$ cat src/rtl/seq_detect_fsm.sv
// -----------------------------------------------------------------------------
// seq_detect_fsm
//
// Serial pattern detector. It scans a 1-bit stream for a LEN-bit PATTERN,
// with the MSB of PATTERN received first. A partial mismatch falls back along
// a KMP failure table. That table is derived from PATTERN at elaboration time,
// so changing PATTERN needs no hand edits.
// After a match the detector does one of two things:
//   - keeps the longest proper border (OVERLAP=1) or restarts (OVERLAP=0), or
//   - enters a HOLD window of HOLD enabled cycles in which din is ignored.
//
// Ports:
//   clk       : system clock, rising edge
//   rst_n     : asynchronous active-low reset
//   en        : sample enable; din consumed only when en=1
//   din       : serial data bit
//   clr       : synchronous clear of FSM, progress and counters (beats en)
//   match     : registered single-cycle match pulse
//   busy      : high while in HOLD
//   progress  : number of pattern bits currently matched (0..LEN-1)
//   match_cnt : saturating match counter
//   overflow  : sticky, set by a match while match_cnt is all-ones
// -----------------------------------------------------------------------------
module seq_detect_fsm #(
  parameter int               LEN     = 4,
  parameter logic [LEN-1:0]   PATTERN = 4'b1011,
  parameter int               OVERLAP = 1,
  parameter int               HOLD    = 0,
  parameter int               CNT_W   = 8
) (
  input  logic                       clk,
  input  logic                       rst_n,
  input  logic                       en,
  input  logic                       din,
  input  logic                       clr,
  output logic                       match,
  output logic                       busy,
  output logic [$clog2(LEN+1)-1:0]   progress,
  output logic [CNT_W-1:0]           match_cnt,
  output logic                       overflow
);

  localparam int PW = $clog2(LEN+1);

  typedef enum logic {
    SCAN = 1'b0,
    HOLD_ST = 1'b1
  } state_t;

  // Length of the longest prefix of PATTERN that is a suffix of
  // (first p pattern bits followed by b). A result of p+1 means b extended the match.
  function automatic int kmp_next(input int p, input int b);
    int   result;
    logic ok;
    logic s_bit;
    result = 0;
    for (int k = p + 1; k >= 1; k--) begin
      if (result == 0) begin
        ok = 1'b1;
        for (int i = 0; i < k; i++) begin
          s_bit = ((p + 1 - k + i) < p) ? PATTERN[LEN-1-(p+1-k+i)] : b[0];
          if (PATTERN[LEN-1-i] != s_bit) ok = 1'b0;
        end
        if (ok) result = k;
      end
    end
    return result;
  endfunction

  // Longest proper border of the whole pattern, used as restart point on overlap.
  function automatic int border_len();
    int   result;
    logic ok;
    result = 0;
    for (int k = LEN - 1; k >= 1; k--) begin
      if (result == 0) begin
        ok = 1'b1;
        for (int i = 0; i < k; i++) begin
          if (PATTERN[LEN-1-i] != PATTERN[k-1-i]) ok = 1'b0;
        end
        if (ok) result = k;
      end
    end
    return result;
  endfunction

  localparam logic [PW-1:0] LEN_P    = PW'(LEN);
  localparam logic [PW-1:0] BORDER_P = PW'(border_len());
  localparam logic [7:0]    HOLD_P   = 8'(HOLD);

  // The table is sized to the full index range of progress so that any index
  // is in range. Rows at LEN and above are never reached, so they are padded with zeros.
  logic [PW-1:0] next_tab [2**PW][2];

  for (genvar gp = 0; gp < 2**PW; gp++) begin : g_tab
    for (genvar gb = 0; gb < 2; gb++) begin : g_bit
      if (gp < LEN) begin : g_live
        localparam int NXT = kmp_next(gp, gb);
        assign next_tab[gp][gb] = PW'(NXT);
      end else begin : g_pad
        assign next_tab[gp][gb] = '0;
      end
    end
  end

  state_t            state_q, state_d;
  logic [PW-1:0]     prog_q, prog_d;
  logic [7:0]        hold_q, hold_d;
  logic              match_q, match_d;
  logic [CNT_W-1:0]  cnt_q, cnt_d;
  logic              ovf_q, ovf_d;
  logic [PW-1:0]     p_next;

  always_ff @(posedge clk or negedge rst_n) begin
    if (!rst_n) begin
      state_q <= SCAN;
      prog_q  <= '0;
      hold_q  <= '0;
      match_q <= 1'b0;
      cnt_q   <= '0;
      ovf_q   <= 1'b0;
    end else begin
      state_q <= state_d;
      prog_q  <= prog_d;
      hold_q  <= hold_d;
      match_q <= match_d;
      cnt_q   <= cnt_d;
      ovf_q   <= ovf_d;
    end
  end

  always_comb begin
    state_d = state_q;
    prog_d  = prog_q;
    hold_d  = hold_q;
    match_d = 1'b0;
    cnt_d   = cnt_q;
    ovf_d   = ovf_q;
    p_next  = next_tab[prog_q][din];

    if (clr) begin
      state_d = SCAN;
      prog_d  = '0;
      hold_d  = '0;
      cnt_d   = '0;
      ovf_d   = 1'b0;
    end else if (en) begin
      case (state_q)
        SCAN: begin
          if (p_next == LEN_P) begin
            match_d = 1'b1;
            if (&cnt_q) ovf_d = 1'b1;
            else        cnt_d = cnt_q + CNT_W'(1);
            if (HOLD == 0) begin
              prog_d = (OVERLAP != 0) ? BORDER_P : '0;
            end else begin
              state_d = HOLD_ST;
              prog_d  = '0;
              hold_d  = HOLD_P;
            end
          end else begin
            prog_d = p_next;
          end
        end
        HOLD_ST: begin
          hold_d = hold_q - 8'd1;
          if (hold_q == 8'd1) state_d = SCAN;
        end
        default: state_d = SCAN;
      endcase
    end
  end

  assign match     = match_q;
  assign busy      = (state_q == HOLD_ST);
  assign progress  = prog_q;
  assign match_cnt = cnt_q;
  assign overflow  = ovf_q;

endmodule

$ cat config.mk
export PLATFORM = sky130hd
export DESIGN_NAME = seq_detect_fsm
export DESIGN_NICKNAME = d
export VERILOG_FILES = /design/src/rtl/seq_detect_fsm.sv
export SDC_FILE = /design/constraint.sdc
export NUM_CORES = 1
export LEC_CHECK = 0
export ABC_CLOCK_PERIOD_IN_PS = 2100
export BUFFER_PORTS_ARGS = -buffer_cell sky130_fd_sc_hd__buf_2
export CORE_MARGIN = 2
export CORE_UTILIZATION = 54
export DETAILED_ROUTE_END_ITERATION = 12
export GPL_ROUTABILITY_DRIVEN = 0
export GPL_TIMING_DRIVEN = 1
export PLACE_DENSITY = 0.77
export SETUP_SLACK_MARGIN = 0.15
export SYNTH_ARGS = -nofsm -noshare
export SYNTH_HDL_FRONTEND = slang
export SYNTH_SLANG_ARGS = --single-unit
$ cat constraint.sdc
create_clock -name clk -period 2.1 [get_ports clk]
set_input_delay 0.42 -clock clk [delete_from_list [all_inputs] [get_ports clk]]
set_output_delay 0.42 -clock clk [all_outputs]
set_load 0.05 [all_outputs]
Word level (Yosys, flattened, before mapping)
Memories as Yosys holds them, arrays and structs flattened.
Index checks and enable logic that the tools add are counted.
{"block": "word_totals", "regBits": 22, "latch_bits": 0, "ram_bits": 0, "mem_bits_ro": 48, "input_bits": 5, "out_inout_bits": 14, "word_cells": 57, "memories": 1}
{"memory": "(name not given)", "words": 8, "width": 6, "rd": 1, "rd_clocked_by_memory_dff": 0, "wr": 0, "line_no": "139", "text": "p_next = next_tab[prog_q][din];"}
{"block": "classes", "n_addsub": 2, "multipliers": 0, "n_div": 0, "magnitude_cmp": 2, "n_eq_ne": 5, "n_shift": 0, "mux": 30, "bitwise_logic": 3, "n_reduce_logical": 8}
{"operator": "8-bit 2-to-1 mux", "count": 8}
{"operator": "3-bit 2-to-1 mux", "count": 7}
{"operator": "1-bit 2-to-1 mux", "count": 12}
{"operator": "6-bit 2-to-1 mux", "count": 2}
{"operator": "8-bit by 1-bit adder with 8-bit output (second input constant)", "count": 1}
{"operator": "8-bit by 1-bit equality test with 1-bit output (second input constant)", "count": 1}
{"operator": "4-bit AND reduction", "count": 2}
{"operator": "8-bit AND reduction", "count": 1}
{"operator": "8-bit by 1-bit subtractor with 8-bit output (second input constant)", "count": 1}
{"operator": "2-bit != test (second input constant)", "count": 3}
{"operator": "2-bit nonzero test", "count": 3}
{"operator": "4-bit greater-or-equal comparator (second input constant)", "count": 1}
{"operator": "3-bit NOT with 4-bit output", "count": 1}
{"operator": "2-bit AND reduction", "count": 2}
{"operator": "3-bit equality test (second input constant)", "count": 1}
{"operator": "2-bit greater-or-equal comparator (second input constant)", "count": 1}
{"operator": "1-bit NOT with 2-bit output", "count": 1}
{"operator": "1-bit case mux with 2 select lines", "count": 1}
{"operator": "1-bit NOT", "count": 1}

Depth between registers and ports, before layout
Gate-level depths: netlist of run 1.
{"block": "depth", "ltp_word": 12, "depth_mapped": 6, "ltp_nobuf": 5}

Worst setup path after synthesis of run 1
OpenSTA, ideal clock, no wires.
{"block": "synth_path", "path_type": "flip-flop to flip-flop", "startpoint": "register state_q, in the netlist busy", "endpoint": "register cnt_q[0], in the netlist match_cnt[0]", "setup_ns": 0.128, "t_arrival_ns": 1.791, "setup_slack_ns": 0.181, "stages_incl_launch_ff": 6, "cell_sequence": "dfrtp_1 > nand3b_4 > or3_1 > buf_6 > a21oi_4 > mux2_1"}
{"block": "synth_between", "elab_chain_cells": 2}
{"item": "start, declared", "line_no": "106", "text": "state_t state_q, state_d;"}
{"item": "start signal, assigned", "line_no": "123", "text": "state_q <= state_d;"}
{"item": "2-bit != test (no line)"}
{"item": "4-bit AND reduction (no line)"}
{"item": "end signal, assigned", "line_no": "127", "text": "cnt_q <= cnt_d;"}
{"item": "end, declared", "line_no": "110", "text": "logic [CNT_W-1:0] cnt_q, cnt_d;"}
No other way between the ends.
A chain may end at the register's enable or synchronous reset.

Worst setup path in the final report of run 1
Same ends and word-level chain as after synthesis.

==> metrics.md, run 1 <==
| Metric | Value |
|---|---|
| # port buffers | `18` |
| Tmin final | `1.79 ns` |
| TritonCTS buffer count | `3` |
| Layout area overhead | `13.2%` |
| Async set-reset flop share out of synthesis | `100%` |
| Clk_lat worst skew | `0.31 ns` |
| GRT Util Overall | `20.7%` |
| Vias in the first global route | `871` |
| Clk sinks | `22` |
| # Max-Cap Violations | `0` |
| DRT Pass-1 Iters | `4` |
| Sequential-to-total area share from yosys stat | `47.2%` |
| CP Launch Type | `register` |
| Worst Max-Slew Pin Slew | `0.480 ns` |
| Vias per Instance | `5.80` |
| Tcrit/Tclk final | `85.3%` |
| Share of layout cells above drive strength 1 | `21.6%` |
| Antenna violations before repair | `0` |
| Critical path capture point type | `register` |
| Max-slew violations | `0` |
| Total wire length | `2290 µm` |
| Fin Hold WS | `0.0436 ns` |
| DRC violations left | `0` |
| Die area | `2550 µm²` |
| WS Path Type | `reg -> reg` |
| Post-DP HPWL | `1670 µm` |
| Status | `finished, final reports clean` |
| Placed Cells | `157` |
| Worst EP required | `2.30 ns` |
| Fill count | `172` |
| Worst hold path type | `in -> async` |
| RSZ-0062 raised after global routing | `false` |
| CTS tree | `done` |
| Diodes inserted | `0` |
| Rows | `16` |
| Total power draw | `0.000858 W` |
| Clk slew on worst S/H paths | `0.13 ns` |
| Die outline height | `50.5 µm` |
| Antenna violation net count after detailed routing | `0` |
| Die Wd | `50.5 µm` |
| Worst path arrival time | `1.99 ns` |
| Main flop type after synthesis | `dfrtp_1` |
| Commonest non-fill, non-tap cell in the layout | `dfrtp_1` |
| Syn Area/Cell | `10.2 µm²` |
| Global-route wire length before repair | `4030 µm` |
| Clock skew | `0.00525 ns` |
| Seq cells post-synth | `22` |
| Place WS | `0.286 ns` |
| Setup TNS | `0 ns` |
| Fmax | `558 MHz` |
| Pwr Density | `650 nW/µm²` |
| Clock Tree Buf Depth | `2` |
| Iter 0 DRT Violations | `14` |
| Setup violators final | `0` |
| Syn. warnings | `0` |
| Hold_buf cts | `0` |
| Non-Filler Instances | `161` |
| Global route overflow | `0` |
| Slew headroom | `68.0%` |
| Post-CTS setup buffer count | `0` |
| CP max FO | `9` |
| Synth top area cells | `dfrtp_1 47%, nor2_1 3.9%, xor2_1 3.8%` |
| Effective utilization at floorplan | `58.3%` |
| Max VDD drop | `0.521 mV` |
| Root Buffer | `clkbuf_4` |
| P_leak | `0.633 nW` |
| Most frequent cells in the layout | `22 x dfrtp_1, 18 x buf_2, 12 x nor2_1` |
| Syn Inst Count | `115` |
| Core ar. | `2000 µm²` |
| Vias | `933` |
| H-Tree Depth | `1` |
| Post-Syn Area | `1170 µm²` |
| Synth cell types | `41` |
| Share of the synthesized area in the top cell type | `47.2%` |
| Min setup slack post-route | `0.309 ns` |
| # IOs | `19` |
| Nets | `143` |
| Post-synth net total | `123` |
| Yosys top cell by area | `dfrtp_1` |
| Wire per inst | `14.2 µm` |
| Hold Vio Cnt, Final | `0` |
| Largest net degree at the start of global routing | `26` |
| CTS resizes | `0` |
| EDFF count, synth | `0` |
cell families (layout without fill, tap and decap cells):
logic type / after synthesis / after routing / synth area share, %
and+or+nand+nor: 55 / 55 / 27.0
DFF: 22 / 22 / 47.2
AOI/OAI and AO/OA: 19 / 19 / 12.1
buffers and inverters: 8 / 27 / 4.18
xor gates and xnor gates: 6 / 6 / 4.50
adders and majority gates: 3 / 3 / 3.22
muxes: 2 / 2 / 1.82
cell usage after synthesis, types with 2 or more instances:
cell      count
dfrtp_1      22
nor2_1       12
nand2_1       7
nor3_1        7
a21oi_1       5
nand3_1       5
xor2_1        5
a31oi_1       4
nand2b_1      4
and3_1        3
ha_1          3
inv_1         3
nor4_1        3
a311oi_1      2
a41oi_1       2
and4_1        2
buf_6         2
worst max-delay path, stage by stage (launching register included):
cell and delay [ns]:
dfrtp_1 0.48, nand3b_4 0.20, or3_1 0.49, a21oi_4 0.18, mux2_1 0.33
metrics by stage:
stage               utilization (%)  instance area, µm²
floorplan                         -                1170
global placement               63.4                1270
detailed placement             63.4                1270
CTS                            66.0                1320
global route                   66.0                1320
finish                         66.0                1320
final cells by class:
type	count	area, µm²	share of cell area (%)
multi-input cells	85	568	43.0
flip-flops and latches	22	551	41.7
repair buffers	20	105	7.95
well taps	27	33.8	2.56
clock inverters	1	30.0	2.27
clock buffers	3	22.5	1.70
inverters	3	11.3	0.852
metal layers:
metal | up-vias | track usage, % | share of wire [%]
li1 | 455 | - | -
met1 | 438 | 28.0 | 42
met2 | 36 | 35.3 | 51
met3 | 4 | 3.57 | 5.5
met4 | 0 | 4.05 | 0.92
met5 | - | 0 | 0
state kept, by name (all words and copies together) (netlist names):
name and cells:
progress 3, match_cnt 8, busy 1, match 1, overflow 1, hold_q 8
power breakdown:
group | total (W) | switching [W] | internal [W] | leakage, nW
logic | 0.0000773 | 0.0000480 | 0.0000293 | 0.302
clock network | 0.000326 | 0.000133 | 0.000193 | 0.0279
registers | 0.000455 | 0.0000160 | 0.000439 | 0.303
final timing paths:
path,slack [ns],to,cells after the start,from
max,0.31,match_cnt[0],4,busy
min,0.04,match_cnt[3],1,rst_n
max reg2reg,0.31,match_cnt[0],4,busy
min reg2reg,0.51,overflow,2,overflow
max in group asynchronous,1.73,match_cnt[0],1,rst_n
min in group clk,0.38,progress[0],3,din
Power figures use the tool's default switching activity.
==> run 2: changes to the inputs <==
--- a/config.mk
+++ b/config.mk
@@ -12,7 +12,7 @@
 export DETAILED_ROUTE_END_ITERATION = 12
 export GPL_ROUTABILITY_DRIVEN = 0
 export GPL_TIMING_DRIVEN = 1
-export PLACE_DENSITY = 0.77
+export PLACE_DENSITY = 0.81
 export SETUP_SLACK_MARGIN = 0.15
 export SYNTH_ARGS = -nofsm -noshare
 export SYNTH_HDL_FRONTEND = slang
==> run 2 against run 1 <==
  * Fmax decreased by 0.20%
  * Clock-buffer cell count unchanged
  * Global-route usage decreased by 0.26 points
  * Flip-flop and latch count unchanged
  * Via count decreased by 1.9%
  * Critical path type unchanged
  * Critical endpoint unchanged
  * Largest power group unchanged
==> metrics.md, run 2 (same netlist as run 1, synthesis figures left out) <==
| Metric | Value |
|---|---|
| Most frequent cells in the layout | `22 x dfrtp_1, 18 x buf_2, 12 x nor2_1` |
| TritonCTS buffer count | `3` |
| Total wire length | `2210 µm` |
| DRT Pass-1 Iters | `4` |
| Hold_buf cts | `0` |
| Core Util, Final | `65.6%` |
| Reg-to-reg slack, setup | `0.31 ns` |
| Tcrit/Tclk final | `85.4%` |
| Vias | `915` |
| Fill count | `170` |
| WS Path Type | `reg -> reg` |
| Placed cell area | `1260 µm²` |
| DRC violations left | `0` |
| H-Tree Depth | `1` |
| RR Endpoint | `match_cnt[0]` |
| Core ar. | `2000 µm²` |
| CTS resizes | `0` |
| Worst EP required | `2.31 ns` |
| Die Wd | `50.5 µm` |
| Rows | `16` |
| Fmax | `557 MHz` |
| Worst Max-Slew Pin Slew | `0.548 ns` |
| FF-to-FF Start | `busy` |
| Share of layout cells above drive strength 1 | `21.1%` |
| Register area | `551 µm²` |
| CP Launch Type | `register` |
| Worst path arrival time | `2.00 ns` |
| R2R cell count | `4` |
| Critical path capture point type | `register` |
| Iter 0 DRT Violations | `14` |
| CP max FO | `9` |
| Max VDD drop | `0.532 mV` |
| Area of the multi-input gates | `568 µm²` |
| Post-DP HPWL | `1610 µm` |
| Diodes inserted | `0` |
| Post-route design area | `1310 µm²` |
| Setup violators final | `0` |
| Commonest non-fill, non-tap cell in the layout | `dfrtp_1` |
| Pwr Density | `653 nW/µm²` |
| RSZ-0062 raised after global routing | `false` |
| Effective utilization at floorplan | `58.3%` |
| Wire per inst | `13.8 µm` |
| CP Capture Point | `match_cnt[0]` |
| Hold Vio Cnt, Final | `0` |
| Min setup slack post-route | `0.306 ns` |
| Clock Tree Buf Depth | `2` |
| Post-CTS setup buffer count | `0` |
| Max-slew violations | `0` |
| Vias in the first global route | `945` |
| Slew headroom | `63.3%` |
| Die area | `2550 µm²` |
| Setup TNS | `0 ns` |
| Root Buffer | `clkbuf_4` |
| Clk_lat worst skew | `0.31 ns` |
| # port buffers | `18` |
| Worst hold path type | `in -> async` |
| Place WS | `0.280 ns` |
| Die outline height | `50.5 µm` |
| Antenna violation net count after detailed routing | `0` |
| Global-route wire length before repair | `3960 µm` |
| Antenna violations before repair | `0` |
| Largest net degree at the start of global routing | `26` |
| Nets | `142` |
| Clk sinks | `22` |
| Vias per Instance | `5.72` |
| # Max-Cap Violations | `0` |
| CTS tree | `done` |
| Clock skew | `0.00479 ns` |
| Layout area overhead | `12.5%` |
| Global route overflow | `0` |
| # IOs | `19` |
| Worst Setup SP | `busy` |
| P_leak | `0.627 nW` |
| GRT Util Overall | `20.5%` |
| Clk slew on worst S/H paths | `0.13 ns` |
| Status | `finished, final reports clean` |
| Tmin final | `1.79 ns` |
run 2: cell count changes in the layout (fill, tap and decap cells not counted):
cell	delta
buf_4	-1
run 2: worst max-delay path, stage by stage (launching register included):
cell	delay, ns
dfrtp_1	0.49
nand3b_4	0.20
or3_1	0.47
a21oi_4	0.17
mux2_1	0.35
run 2: cell type report:
| type | count | share of cell area (%) |
|---|---|---|
| clock inverter | 1 | 2.29 |
| clock buffer | 3 | 1.71 |
| inverter | 3 | 0.857 |
| sequential | 22 | 41.9 |
| tap | 27 | 2.57 |
| multi-input combinational | 85 | 43.2 |
| timing repair buffer | 19 | 7.43 |
run 2: per-stage QoR:
step           hold slack, ns  instances  total power, W
3_3_place_gp            0.404        156        0.000538
2_1_floorplan           0.124        115        0.000516
6_report               0.0381        160        0.000858
3_5_place_dp            0.409        156        0.000540
4_1_cts                0.0486        160        0.000868
5_1_grt                0.0794        160        0.000892
run 2: how the worst min path moves through the flow:
stage          cells past startpoint   from            to
6_report                           1  rst_n  match_cnt[5]
5_1_grt                            1  rst_n     hold_q[1]
4_1_cts                            1  rst_n  match_cnt[5]
3_5_place_dp                       1  rst_n  match_cnt[2]
3_3_place_gp                       1  rst_n  match_cnt[2]
2_1_floorplan                      0  rst_n          busy
run 2: routing by layer:
layer | GRT usage, % | share of wire (%)
met1 | 25.2 | 45
met2 | 34.4 | 48
met3 | 3.27 | 3.8
met4 | 10.8 | 3.4
met5 | 0 | 0
run 2: report_power, final:
group / leakage [nW] / switching [W] / internal (W) / total, W
Clock: 0.0279 / 0.000133 / 0.000193 / 0.000326
Combinational: 0.297 / 0.0000477 / 0.0000293 / 0.0000770
Sequential: 0.303 / 0.0000161 / 0.000439 / 0.000455
==> run 3: changes to the inputs <==
--- a/config.mk
+++ b/config.mk
@@ -5,14 +5,15 @@
 export SDC_FILE = /design/constraint.sdc
 export NUM_CORES = 1
 export LEC_CHECK = 0
+export ABC_AREA = 1
 export ABC_CLOCK_PERIOD_IN_PS = 2100
 export BUFFER_PORTS_ARGS = -buffer_cell sky130_fd_sc_hd__buf_2
 export CORE_MARGIN = 2
-export CORE_UTILIZATION = 54
+export CORE_UTILIZATION = 55
 export DETAILED_ROUTE_END_ITERATION = 12
 export GPL_ROUTABILITY_DRIVEN = 0
 export GPL_TIMING_DRIVEN = 1
-export PLACE_DENSITY = 0.81
+export PLACE_DENSITY = 0.82
 export SETUP_SLACK_MARGIN = 0.15
 export SYNTH_ARGS = -nofsm -noshare
 export SYNTH_HDL_FRONTEND = slang
==> run 3 against run 2 <==
  * Flip-flop and latch count unchanged
  * Synthesized area grew 5.1%
  * Critical path depth fell by 3
  * Clock skew is 0.0029 ns lower
  * Combinational power increased to 2.6 times the previous value
  * Sequential share of layout area fell by 1.4 points
==> metrics.md, run 3 <==
| Metric | Value |
|---|---|
| Status | `finished, final reports clean` |
| Total power draw | `0.000865 W` |
| Sequential-to-total area share from yosys stat | `44.9%` |
| Tmin final | `1.49 ns` |
| Worst Max-Slew Pin Slew | `0.496 ns` |
| Max-slew violations | `0` |
| Global route overflow | `0` |
| Syn Inst Count | `166` |
| FF-to-FF Start | `match_cnt[0]` |
| Die outline height | `51.2 µm` |
| P_leak | `0.717 nW` |
| Die Wd | `51.2 µm` |
| Vias per Instance | `5.23` |
| Hold_buf cts | `0` |
| Share of layout cells above drive strength 1 | `15.1%` |
| Die area | `2630 µm²` |
| Vias | `1115` |
| Largest net degree at the start of global routing | `23` |
| # IOs | `19` |
| Iter 0 DRT Violations | `35` |
| Placed Cells | `210` |
| Setup TNS | `0 ns` |
| Post-synth net total | `174` |
| Worst path arrival time | `1.07 ns` |
| Seq cells post-synth | `22` |
| CP max FO | `8` |
| RSZ-0062 raised after global routing | `false` |
| Slew headroom | `66.9%` |
| Root Buffer | `clkbuf_4` |
| Total wire length | `2520 µm` |
| Clk sinks | `22` |
| Cell family with most CP delay | `flip-flops` |
| # Max-Cap Violations | `0` |
| Rows | `17` |
| Critical path capture point type | `primary output` |
| Diodes inserted | `0` |
| Core ar. | `2170 µm²` |
| Antenna violation net count after detailed routing | `0` |
| Pwr Density | `637 nW/µm²` |
| Post-Syn Area | `1230 µm²` |
| # port buffers | `18` |
| Vias in the first global route | `1017` |
| Critical Path, Cell by Cell | `buf_2` |
| Clk_lat worst skew | `0.30 ns` |
| CP Launch Type | `register` |
| Synth top area cells | `dfrtp_1 45%, nand2_1 15%, inv_1 7.3%` |
| Commonest non-fill, non-tap cell in the layout | `nand2_1` |
| CTS resizes | `0` |
| Syn Area/Cell | `7.39 µm²` |
| EDFF count, synth | `0` |
| Clk slew on worst S/H paths | `0.12 ns` |
| DRC violations left | `0` |
| Main flop type after synthesis | `dfrtp_1` |
| Clock skew | `0.00184 ns` |
| R2R cell count | `7` |
| H-Tree Depth | `1` |
| CTS tree | `done` |
| Non-Filler Instances | `213` |
| Core Util, Final | `62.6%` |
| Antenna violations before repair | `0` |
| RR Endpoint | `match_cnt[2]` |
| Most frequent cell after synthesis | `nand2_1` |
| Nets | `195` |
| Synth cell types | `24` |
| Max VDD drop | `0.496 mV` |
| Post-DP HPWL | `1940 µm` |
| CP peak stage delay | `0.47 ns` |
| Setup violators final | `0` |
| GRT Util Overall | `21.6%` |
| Hold Vio Cnt, Final | `0` |
| DRT Pass-1 Iters | `5` |
| Post-CTS setup buffer count | `0` |
| CP bufs+invs | `1` |
| Tcrit/Tclk final | `71.1%` |
| Clock Tree Buf Depth | `2` |
| TritonCTS buffer count | `3` |
| Most frequent cells in the layout | `49 x nand2_1, 24 x inv_1, 22 x dfrtp_1` |
| Yosys top cell by area | `dfrtp_1` |
| Slowest cell on crit path | `dfrtp_1` |
| Fmax | `670 MHz` |
| Worst hold path type | `in -> async` |
| Worst EP required | `1.68 ns` |
| Synth top cells by count | `49 x nand2_1, 24 x inv_1, 22 x dfrtp_1` |
| Reg-to-reg slack, setup | `0.65 ns` |
| Layout area overhead | `10.7%` |
| Wire per inst | `11.8 µm` |
| Syn. warnings | `0` |
| Global-route wire length before repair | `4240 µm` |
| WS Path Type | `reg -> out` |
| Effective utilization at floorplan | `56.6%` |
| Share of the synthesized area in the top cell type | `44.9%` |
| Async set-reset flop share out of synthesis | `100%` |
run 3: logic make-up (layout without fill, tap and decap cells):
family          Yosys count  count (layout)  synth area share (%)
flops                    22              22                  44.9
xor+xnor                  1               1                 0.714
simple gates             89              89                  31.0
compound gates           24              24                  11.4
fa+ha+maj                 3               3                  3.06
buf+inv                  27              46                  8.97
run 3: per-layer routing:
metal  track usage (%)  routed length [µm]
met1              26.2                1140
met2              37.2                1270
met3              3.22                  71
met4              10.5                  37
met5                 0                   0
run 3: cell type report:
type	instances	area (µm²)
multi-input cells	117	567
inverters	25	93.8
flip-flops and latches	22	551
fillers	207	811
well taps	28	35.0
clock buffers	3	22.5
repair buffers	18	90.1
run 3: how the worst max path moves through the flow:
| stage | from | to | slack [ns] | cells after the start |
|---|---|---|---|---|
| global route | match_cnt[1] | match_cnt[5] | 0.51 | 7 |
| CTS | match_cnt[5] | match_cnt[5] | 0.60 | 1 |
| detailed placement | clr | match_cnt[2] | 0.67 | 6 |
| finish | match_cnt[5] | match_cnt[5] | 0.61 | 1 |
| global placement | clr | match_cnt[2] | 0.72 | 6 |
| floorplan | match_cnt[1] | match_cnt[2] | 0.48 | 8 |
run 3: metrics by stage:
stage / hold WS [ns] / instance area (µm²) / worst slack, ns
6_report: 0.0646 / 1360 / 0.607
5_1_grt: 0.103 / 1360 / 0.512
3_3_place_gp: 0.405 / 1340 / 0.722
3_5_place_dp: 0.413 / 1340 / 0.668
4_1_cts: 0.0733 / 1360 / 0.599
2_1_floorplan: 0.124 / 1230 / 0.478
run 3: power breakdown:
part	total (W)	switching [W]	internal (W)
Sequential	0.000480	0.0000282	0.000452
Clock	0.000188	0.000121	0.0000668
Combinational	0.000197	0.000142	0.0000554
